## config.mk

```make
export PLATFORM = sky130hd
export DESIGN_NAME = mul32x32_slice_seq_flat
export DESIGN_NICKNAME = d
export VERILOG_FILES = /design/src/rtl/mul32x32_slice_seq_if.sv /design/src/rtl/mul32x32_slice_seq.sv /design/src/flat_wrapper.sv
export SDC_FILE = /design/constraint.sdc
export NUM_CORES = 1
export LEC_CHECK = 0
export ABC_CLOCK_PERIOD_IN_PS = 5550
export BUFFER_PORTS_ARGS = -buffer_cell sky130_fd_sc_hd__clkbuf_2
export CORE_UTILIZATION = 46
export DETAILED_ROUTE_END_ITERATION = 6
export PLACE_DENSITY = 0.74
export RECOVER_POWER = 25
export SLEW_MARGIN = 20
export SYNTH_ARGS = -nofsm -noshare
export SYNTH_HDL_FRONTEND = slang
export SYNTH_SLANG_ARGS = --single-unit
```

## constraint.sdc

```tcl
create_clock -name clk -period 5.55 [get_ports clk]
set_clock_uncertainty 0.15 [all_clocks]
set_input_delay 0.555 -clock clk [delete_from_list [all_inputs] [get_ports clk]]
set_output_delay 0.555 -clock clk [all_outputs]
set_load 0.1 [all_outputs]
```

## src/rtl/mul32x32_slice_seq_if.sv

```systemverilog
// Operand/result handshake bundle for mul32x32_slice_seq.
//   in_valid/in_ready : operand pair handshake, in_a/in_b carry the unsigned operands
//   out_valid/out_ready : product handshake, out_p carries the 64-bit product
// master = producer of operands / consumer of products; slave = the multiplier controller.
interface mul32x32_slice_seq_if;
   logic        in_valid;
   logic        in_ready;
   logic [31:0] in_a;
   logic [31:0] in_b;
   logic        out_valid;
   logic        out_ready;
   logic [63:0] out_p;

   modport master (
      output in_valid, in_a, in_b, out_ready,
      input  in_ready, out_valid, out_p
   );

   modport slave (
      input  in_valid, in_a, in_b, out_ready,
      output in_ready, out_valid, out_p
   );
endinterface

```

## src/rtl/mul32x32_slice_seq.sv

```systemverilog
// Sequential 32x32 unsigned multiplier controller. Feeds an external 32x8 array multiplier
// one byte of B per cycle and shift-accumulates its 40-bit partial products into 64 bits.
// Ports:
//   clk, rst_n : clock (rising edge), asynchronous active-low reset
//   bus        : operand/result handshakes (slave side of mul32x32_slice_seq_if)
//   mul_a      : 32-bit A operand to the array multiplier
//   mul_b      : 8-bit B slice to the array multiplier
//   mul_y      : 40-bit combinational product back from the array multiplier
//   busy       : high while an operation is running or its result is pending
// SKIP_ZERO != 0 finishes early once all remaining upper bytes of B are zero.
module mul32x32_slice_seq #(
   parameter int unsigned SKIP_ZERO = 1
) (
   input  logic                      clk,
   input  logic                      rst_n,
   mul32x32_slice_seq_if.slave       bus,
   output logic [31:0]               mul_a,
   output logic [7:0]                mul_b,
   input  logic [39:0]               mul_y,
   output logic                      busy
);

   typedef enum logic [1:0] {StIdle, StRun, StDone} state_e;

   state_e      state_q;
   logic [1:0]  idx_q;
   logic [63:0] acc_q;
   logic [31:0] a_q;
   logic [31:0] b_q;
   logic [63:0] p_q;
   logic        out_valid_q;
   logic        in_ready_q;
   logic        busy_q;

   logic [7:0]  slice;
   logic        upper_zero;
   logic        last_slice;
   logic [63:0] acc_sum;

   always_comb begin
      slice      = b_q[{idx_q, 3'b000} +: 8];
      upper_zero = 1'b0;
      case (idx_q)
         2'd0:    upper_zero = (b_q[31:8] == 24'd0);
         2'd1:    upper_zero = (b_q[31:16] == 16'd0);
         2'd2:    upper_zero = (b_q[31:24] == 8'd0);
         default: upper_zero = 1'b1;
      endcase
      last_slice = (idx_q == 2'd3) || ((SKIP_ZERO != 0) && upper_zero);
      // Partial product weighted by its byte position; 40 bits << 24 still fits in 64.
      acc_sum    = acc_q + ({24'd0, mul_y} << {idx_q, 3'b000});
   end

   // Multiplier inputs are decoded from registers only, and forced to zero outside RUN.
   assign mul_a = (state_q == StRun) ? a_q : 32'd0;
   assign mul_b = (state_q == StRun) ? slice : 8'd0;

   assign bus.in_ready  = in_ready_q;
   assign bus.out_valid = out_valid_q;
   assign bus.out_p     = p_q;
   assign busy          = busy_q;

   always_ff @(posedge clk or negedge rst_n) begin
      if (!rst_n) begin
         state_q     <= StIdle;
         idx_q       <= 2'd0;
         acc_q       <= 64'd0;
         a_q         <= 32'd0;
         b_q         <= 32'd0;
         p_q         <= 64'd0;
         out_valid_q <= 1'b0;
         in_ready_q  <= 1'b1;
         busy_q      <= 1'b0;
      end else begin
         unique case (state_q)
            StIdle: begin
               if (bus.in_valid && in_ready_q) begin
                  a_q        <= bus.in_a;
                  b_q        <= bus.in_b;
                  acc_q      <= 64'd0;
                  idx_q      <= 2'd0;
                  state_q    <= StRun;
                  in_ready_q <= 1'b0;
                  busy_q     <= 1'b1;
               end
            end
            StRun: begin
               acc_q <= acc_sum;
               idx_q <= idx_q + 2'd1;
               if (last_slice) begin
                  // Separate result register so out_p survives the next accept.
                  p_q         <= acc_sum;
                  out_valid_q <= 1'b1;
                  state_q     <= StDone;
               end
            end
            StDone: begin
               if (bus.out_ready) begin
                  out_valid_q <= 1'b0;
                  in_ready_q  <= 1'b1;
                  busy_q      <= 1'b0;
                  state_q     <= StIdle;
               end
            end
            default: begin
               state_q     <= StIdle;
               out_valid_q <= 1'b0;
               in_ready_q  <= 1'b1;
               busy_q      <= 1'b0;
            end
         endcase
      end
   end

endmodule

```

## src/flat_wrapper.sv

```systemverilog
// flat-port wrapper written by rule: the top's interface ports become plain ports
module mul32x32_slice_seq_flat 
#(
   parameter int unsigned SKIP_ZERO = 1
)
  (clk, rst_n, mul_a, mul_b, mul_y, busy, bus_in_valid, bus_in_a, bus_in_b, bus_out_ready, bus_in_ready, bus_out_valid, bus_out_p);
  mul32x32_slice_seq_if bus_i ();
  input  logic clk;
  input  logic rst_n;
  output logic [31:0] mul_a;
  output logic [7:0] mul_b;
  input  logic [39:0] mul_y;
  output logic busy;
  input wire logic [$bits(bus_i.in_valid)-1:0] bus_in_valid;
  input wire logic [$bits(bus_i.in_a)-1:0] bus_in_a;
  input wire logic [$bits(bus_i.in_b)-1:0] bus_in_b;
  input wire logic [$bits(bus_i.out_ready)-1:0] bus_out_ready;
  output wire logic [$bits(bus_i.in_ready)-1:0] bus_in_ready;
  output wire logic [$bits(bus_i.out_valid)-1:0] bus_out_valid;
  output wire logic [$bits(bus_i.out_p)-1:0] bus_out_p;
  assign bus_i.in_valid = bus_in_valid;
  assign bus_i.in_a = bus_in_a;
  assign bus_i.in_b = bus_in_b;
  assign bus_i.out_ready = bus_out_ready;
  assign bus_in_ready = bus_i.in_ready;
  assign bus_out_valid = bus_i.out_valid;
  assign bus_out_p = bus_i.out_p;
  mul32x32_slice_seq #(.SKIP_ZERO(SKIP_ZERO)) u_core (.clk(clk), .rst_n(rst_n), .bus(bus_i), .mul_a(mul_a), .mul_b(mul_b), .mul_y(mul_y), .busy(busy));
endmodule
```

# --- Word level (Yosys, flattened, before mapping) ---
# Cells that the tools add are included.
totals:
  in_bits: 108
  word_cells: 56
  out_inout_bits: 107
  ff_bits: 199
op_classes:
  n_eq_ne: 8
  shifts: 2
  n_addsub: 2
  n_bitwise: 2
  n_reduce_logical: 14
  mux: 19
op_table:
  columns: ["op", "count"]
  rows:
  - ["64-bit one-hot mux with 2 select lines", 1]
  - ["64-bit adder", 1]
  - ["64-bit two-way mux", 1]
  - ["40-bit by 5-bit left shift with 64-bit output", 1]
  - ["32-bit two-way mux", 1]
  - ["32-bit by 6-bit variable part select with 8-bit output", 1]
  - ["24-bit zero test", 1]
  - ["16-bit zero test", 1]
  - ["1-bit one-hot mux with 3 select lines", 4]
  - ["3-bit AND reduction", 3]
  - ["8-bit zero test", 1]
  - ["2-bit two-way mux", 4]
  - ["8-bit two-way mux", 1]
  - ["2-bit equality test, second input constant", 3]
  - ["2-bit one-hot mux with 3 select lines", 1]
  - ["2-bit AND reduction", 3]
  - ["1-bit two-way mux", 5]
  - ["2-bit by 1-bit equality test with 1-bit output, second input constant", 2]
  - ["2-bit zero test", 2]
  - ["2-bit by 1-bit inequality test with 1-bit output, second input constant", 2]
  - ["2-bit one-hot mux with 2 select lines", 1]
  - ["2-bit by 1-bit adder with 2-bit output, second input constant", 1]
  - ["2-bit inequality test, second input constant", 1]
  - ["1-bit inverter", 2]
  - ["3 further kinds", 3]

# --- Logic depth before layout (Yosys ltp) ---
logic_depth:
  word_depth: 5
  mapped_depth: 17
  mapped_depth_nobuf: 14

# --- Worst setup path after synthesis ---
# No wires, ideal clock.
synth_path:
  path_kind: "register to register"
  start: "register u_core.idx_q[0]"
  end: "register u_core.p_q[58], in the netlist u_core.bus.out_p[58]"
  path_buffers: 4
  t_required_ns: 5.260
  slack_ns: 0.429
  arrival_time_ns: 4.831
  setup_time_ns: 0.140
  stages_incl_launch_ff: 16
  synth_period_minus_slack_ns: 5.121
  cell_sequence: "dfrtp_1 clkbuf_1 clkbuf_1 clkbuf_1 buf_1 mux2i_1 nor2_1 ha_1 inv_1 or3_4 or4_4 a2111oi_4 o2111ai_1 a211oi_2 mux2i_1 o311ai_1"
synth_between:
  elab_chain_len: 4
  word_cells_on_any_way: 9
  classes_between: "1 x add/sub; 3 x eq/ne; 1 x shift; 1 x mux; 3 x reduce/logical"
synth_lines:
  columns: ["item", "line_no", "text"]
  rows:
  - ["start, declared", "mul32x32_slice_seq.sv:26", "logic [1:0] idx_q;"]
  - ["start signal, assigned", "mul32x32_slice_seq.sv:89", "idx_q <= idx_q + 2'd1;"]
  - ["branches (longest 4 deep; another with 64-bit adder)", null, null]
  - ["end signal, assigned", "mul32x32_slice_seq.sv:92", "p_q <= acc_sum;"]
  - ["end, declared", "mul32x32_slice_seq.sv:30", "logic [63:0] p_q;"]
# Parallel ways; which one is timed is not known.
# A chain may end at the register's enable or synchronous reset.

# --- Worst setup path in the final report ---
layout_path:
  start: "register u_core.idx_q[0]"
  end: "register u_core.acc_q[63]"
layout_between:
  elab_chain_len: 3
layout_lines:
  columns: ["item", "line_no", "text"]
  rows:
  - ["40-bit by 5-bit left shift with 64-bit output", "mul32x32_slice_seq.sv:51", "acc_sum = acc_q + ({24'd0, mul_y} << {idx_q, 3'b000});"]
  - ["64-bit adder", "mul32x32_slice_seq.sv:51", null]
  - ["64-bit one-hot mux with 2 select lines", "mul32x32_slice_seq.sv:75", "unique case (state_q)"]
  - ["end signal, assigned", "mul32x32_slice_seq.sv:88", "acc_q <= acc_sum;"]
  - ["end, declared", "mul32x32_slice_seq.sv:27", "logic [63:0] acc_q;"]
# Every way passes these cells.

==> reports/results.tsv <==
metric	value	unit
critPathBufInv	2	
drc	0	
finalSetupTns	0	ns
finalMaxSlewViolations	147	
root_buffer	clkbuf_16	
synthToLayoutAreaGrowth	13.2	%
ant_nets	0	
synth-edff-count	0	
die_area	29100	µm²
grt_use_total	25.9	%
maxCapViolations	2	
avgSynthCellArea	9.23	µm²
worstHoldPathType	input port to flop	
routed_wl	37700	µm
whs	0.173	ns
r2r_slack	0.72	ns
placedCellCount	1921	
rsz0062_at_grt	no	
path_depth	14	
drt_iter0_drc	775	
dr.pass1.iters	5	
hold-path-cell-count	2	
vias	11500	
yosysSeqAreaShare	38.1	%
path_delay_family	compound AO/OA/AOI/OAI gates	
clock-sinks	199	
place.gp.congestion	0.976	
synth_cell_types	79	
final_nets	1738	
antenna_found_initial	0	
ys_ff_latch	199	
hold_violations	0	
path_cells	buf_4 > inv_1 > nor2_1 > a22o_1 > ha_1 > a21o_1 > a21o_1 > a21oi_1 > nor2_1 > a21oi_1 > a21oi_1 > nor3_1 > mux2i_1 > mux2i_1	
grt_max_degree	114	
max-clock-path-buffers	2	
ctsHoldBuffers	0	
slowest_stage	dfrtp_2	
coreArea	27900	µm²
failed_checks	capacitance limit, slew limit	
wire_per_inst	19.3	µm
instances_no_fill	1953	
drive_above_1_share	23.4	%
io_buffer_count	214	
drt-vias-per-instance	5.88	
insertion_delay	0.45	ns
hpwl	28700	µm
h-tree-depth	4	
cts_tree	done	
grt-ovfl-total	0	
fp.dieH	171	µm
numCtsBuffers	17	
endpoint_kind	flop	
cp_slowest_stage_delay	0.91	ns
path_common_cell	a21oi_1	
grt_pass1_wl	58500	µm
synth_fp_nets	1594	
fin_util	53.2	%
ys.flop_type	dfrtp_1	
path_class	flop to flop	
grt_pass1_vias	10800	
diodes	0	
finalSetupViolations	0	
crit_required	5.77	ns
ys_async_sr_fraction	100	%
worstSetupStartpointType	flop	
clkSlewWorstSetupHoldPaths	0.10	ns
postSynthCellCount	1418	
design.portCount	215	
period_share	87.0	%
arrival	5.05	ns
post-route-min-period	4.83	ns
initial_utilization	47.0	%
maxSlewHeadroom	-84.6	%
path_max_fanout	32	
cts_resized	0	
worst_r2r_path_depth	14	
status	finished, violations left	
rows	61	
postCtsSetupBuffers	0	
fmax	207	MHz
synth-warning-count	0	
die_w	171	µm
synthesis.area	13100	µm²
worst_pin_slew	2.77	ns
[cells in the mapped netlist (all sizes together), types with 10 or more instances]
cell type / instances / area [µm²]
a21o: 47 / 354
a21oi: 93 / 469
and2: 54 / 339
and3: 15 / 93.8
buf: 22 / 136
clkbuf: 77 / 419
dfrtp: 198 / 4950
ha: 67 / 838
inv: 21 / 78.8
mux2: 72 / 811
mux2i: 37 / 370
nand2: 138 / 518
nand3: 87 / 435
nand4: 36 / 231
nor2: 84 / 315
nor3: 15 / 75.1
o21a: 10 / 76.3
o21ai: 146 / 734
o21bai: 16 / 120
o31ai: 16 / 120
xnor2: 25 / 219
xor2: 23 / 201
[registers in the layout, summed over array words and instances, names as in the netlist]
register / flops
u_core.bus.out_valid: 1
u_core.a_q: 32
u_core.b_q: 32
u_core.idx_q: 2
u_core.bus.in_ready: 1
u_core.state_q: 2
u_core.bus.out_p: 64
u_core.acc_q: 64
u_core.busy: 1
[metal layers]
layer | GRT usage (%) | wire length, µm
met1 | 35.6 | 16900
met5 | 0 | 0
met3 | 5.04 | 2840
met4 | 7.56 | 837
met2 | 41.2 | 17100
[kinds of logic after synthesis]
| kind of cell | Yosys count | share of synthesized area [%] |
|---|---|---|
| compound gates | 397 | 19.2 |
| buf+inv | 121 | 5.09 |
| xor+xnor | 48 | 3.21 |
| fa+ha+maj | 68 | 6.56 |
| simple gates | 468 | 17.5 |
| flops | 199 | 38.1 |
| mux | 117 | 10.4 |
[cells in the final DEF (no fill, tap or decap), drive strengths merged, types with 4 or more instances in the layout]
cell type    n
nand2b       4
nand3       87
a211oi       9
o221ai       4
mux4         8
o21a        10
nand2      138
ha          67
a2111o       4
xnor2       25
and2        54
clkbuf     232
a21o        47
or3          6
clkinv       4
dfrtp      198
nor2b        7
xor2        23
o211ai       4
mux2        72
inv         32
nor2        84
o21bai      16
a31oi        9
o31ai       16
a31o         5
nand4       36
mux2i       37
nand4b       7
and3        15
a22o         7
nor4         6
nor3        15
a21oi       93
o21ai      146
buf         10
[path summary, 6_finish.rpt]
check,from,to
min in group asynchronous,rst_n,u_core.bus.out_p[26]
min,bus_in_a[10],u_core.a_q[10]
max reg2reg,u_core.idx_q[0],u_core.acc_q[63]
min reg2reg,u_core.bus.out_p[23],u_core.bus.out_p[23]
max in group asynchronous,rst_n,u_core.idx_q[0]
max,u_core.idx_q[0],u_core.acc_q[63]
[layout make-up]
type	count	area, µm²
Inverter	21	78.8
Fill cell	2568	13000
Timing Repair Buffer	225	1160
Clock inverter	15	220
Sequential cell	199	4980
Clock buffer	17	425
Multi-Input combinational cell	1098	7470
Tap cell	378	473
[stage by stage]
stage          cell area (µm²)  worst slack (ns)
6_report                 14800             0.720
5_1_grt                  14800             0.405
4_1_cts                  14800             0.858
3_5_place_dp             14200             0.875
3_3_place_gp             14200             0.967
2_1_floorplan            13100             0.429
Power is not shown: default switching activity piles up to over one toggle a cycle in this logic, so the estimate is an artifact.
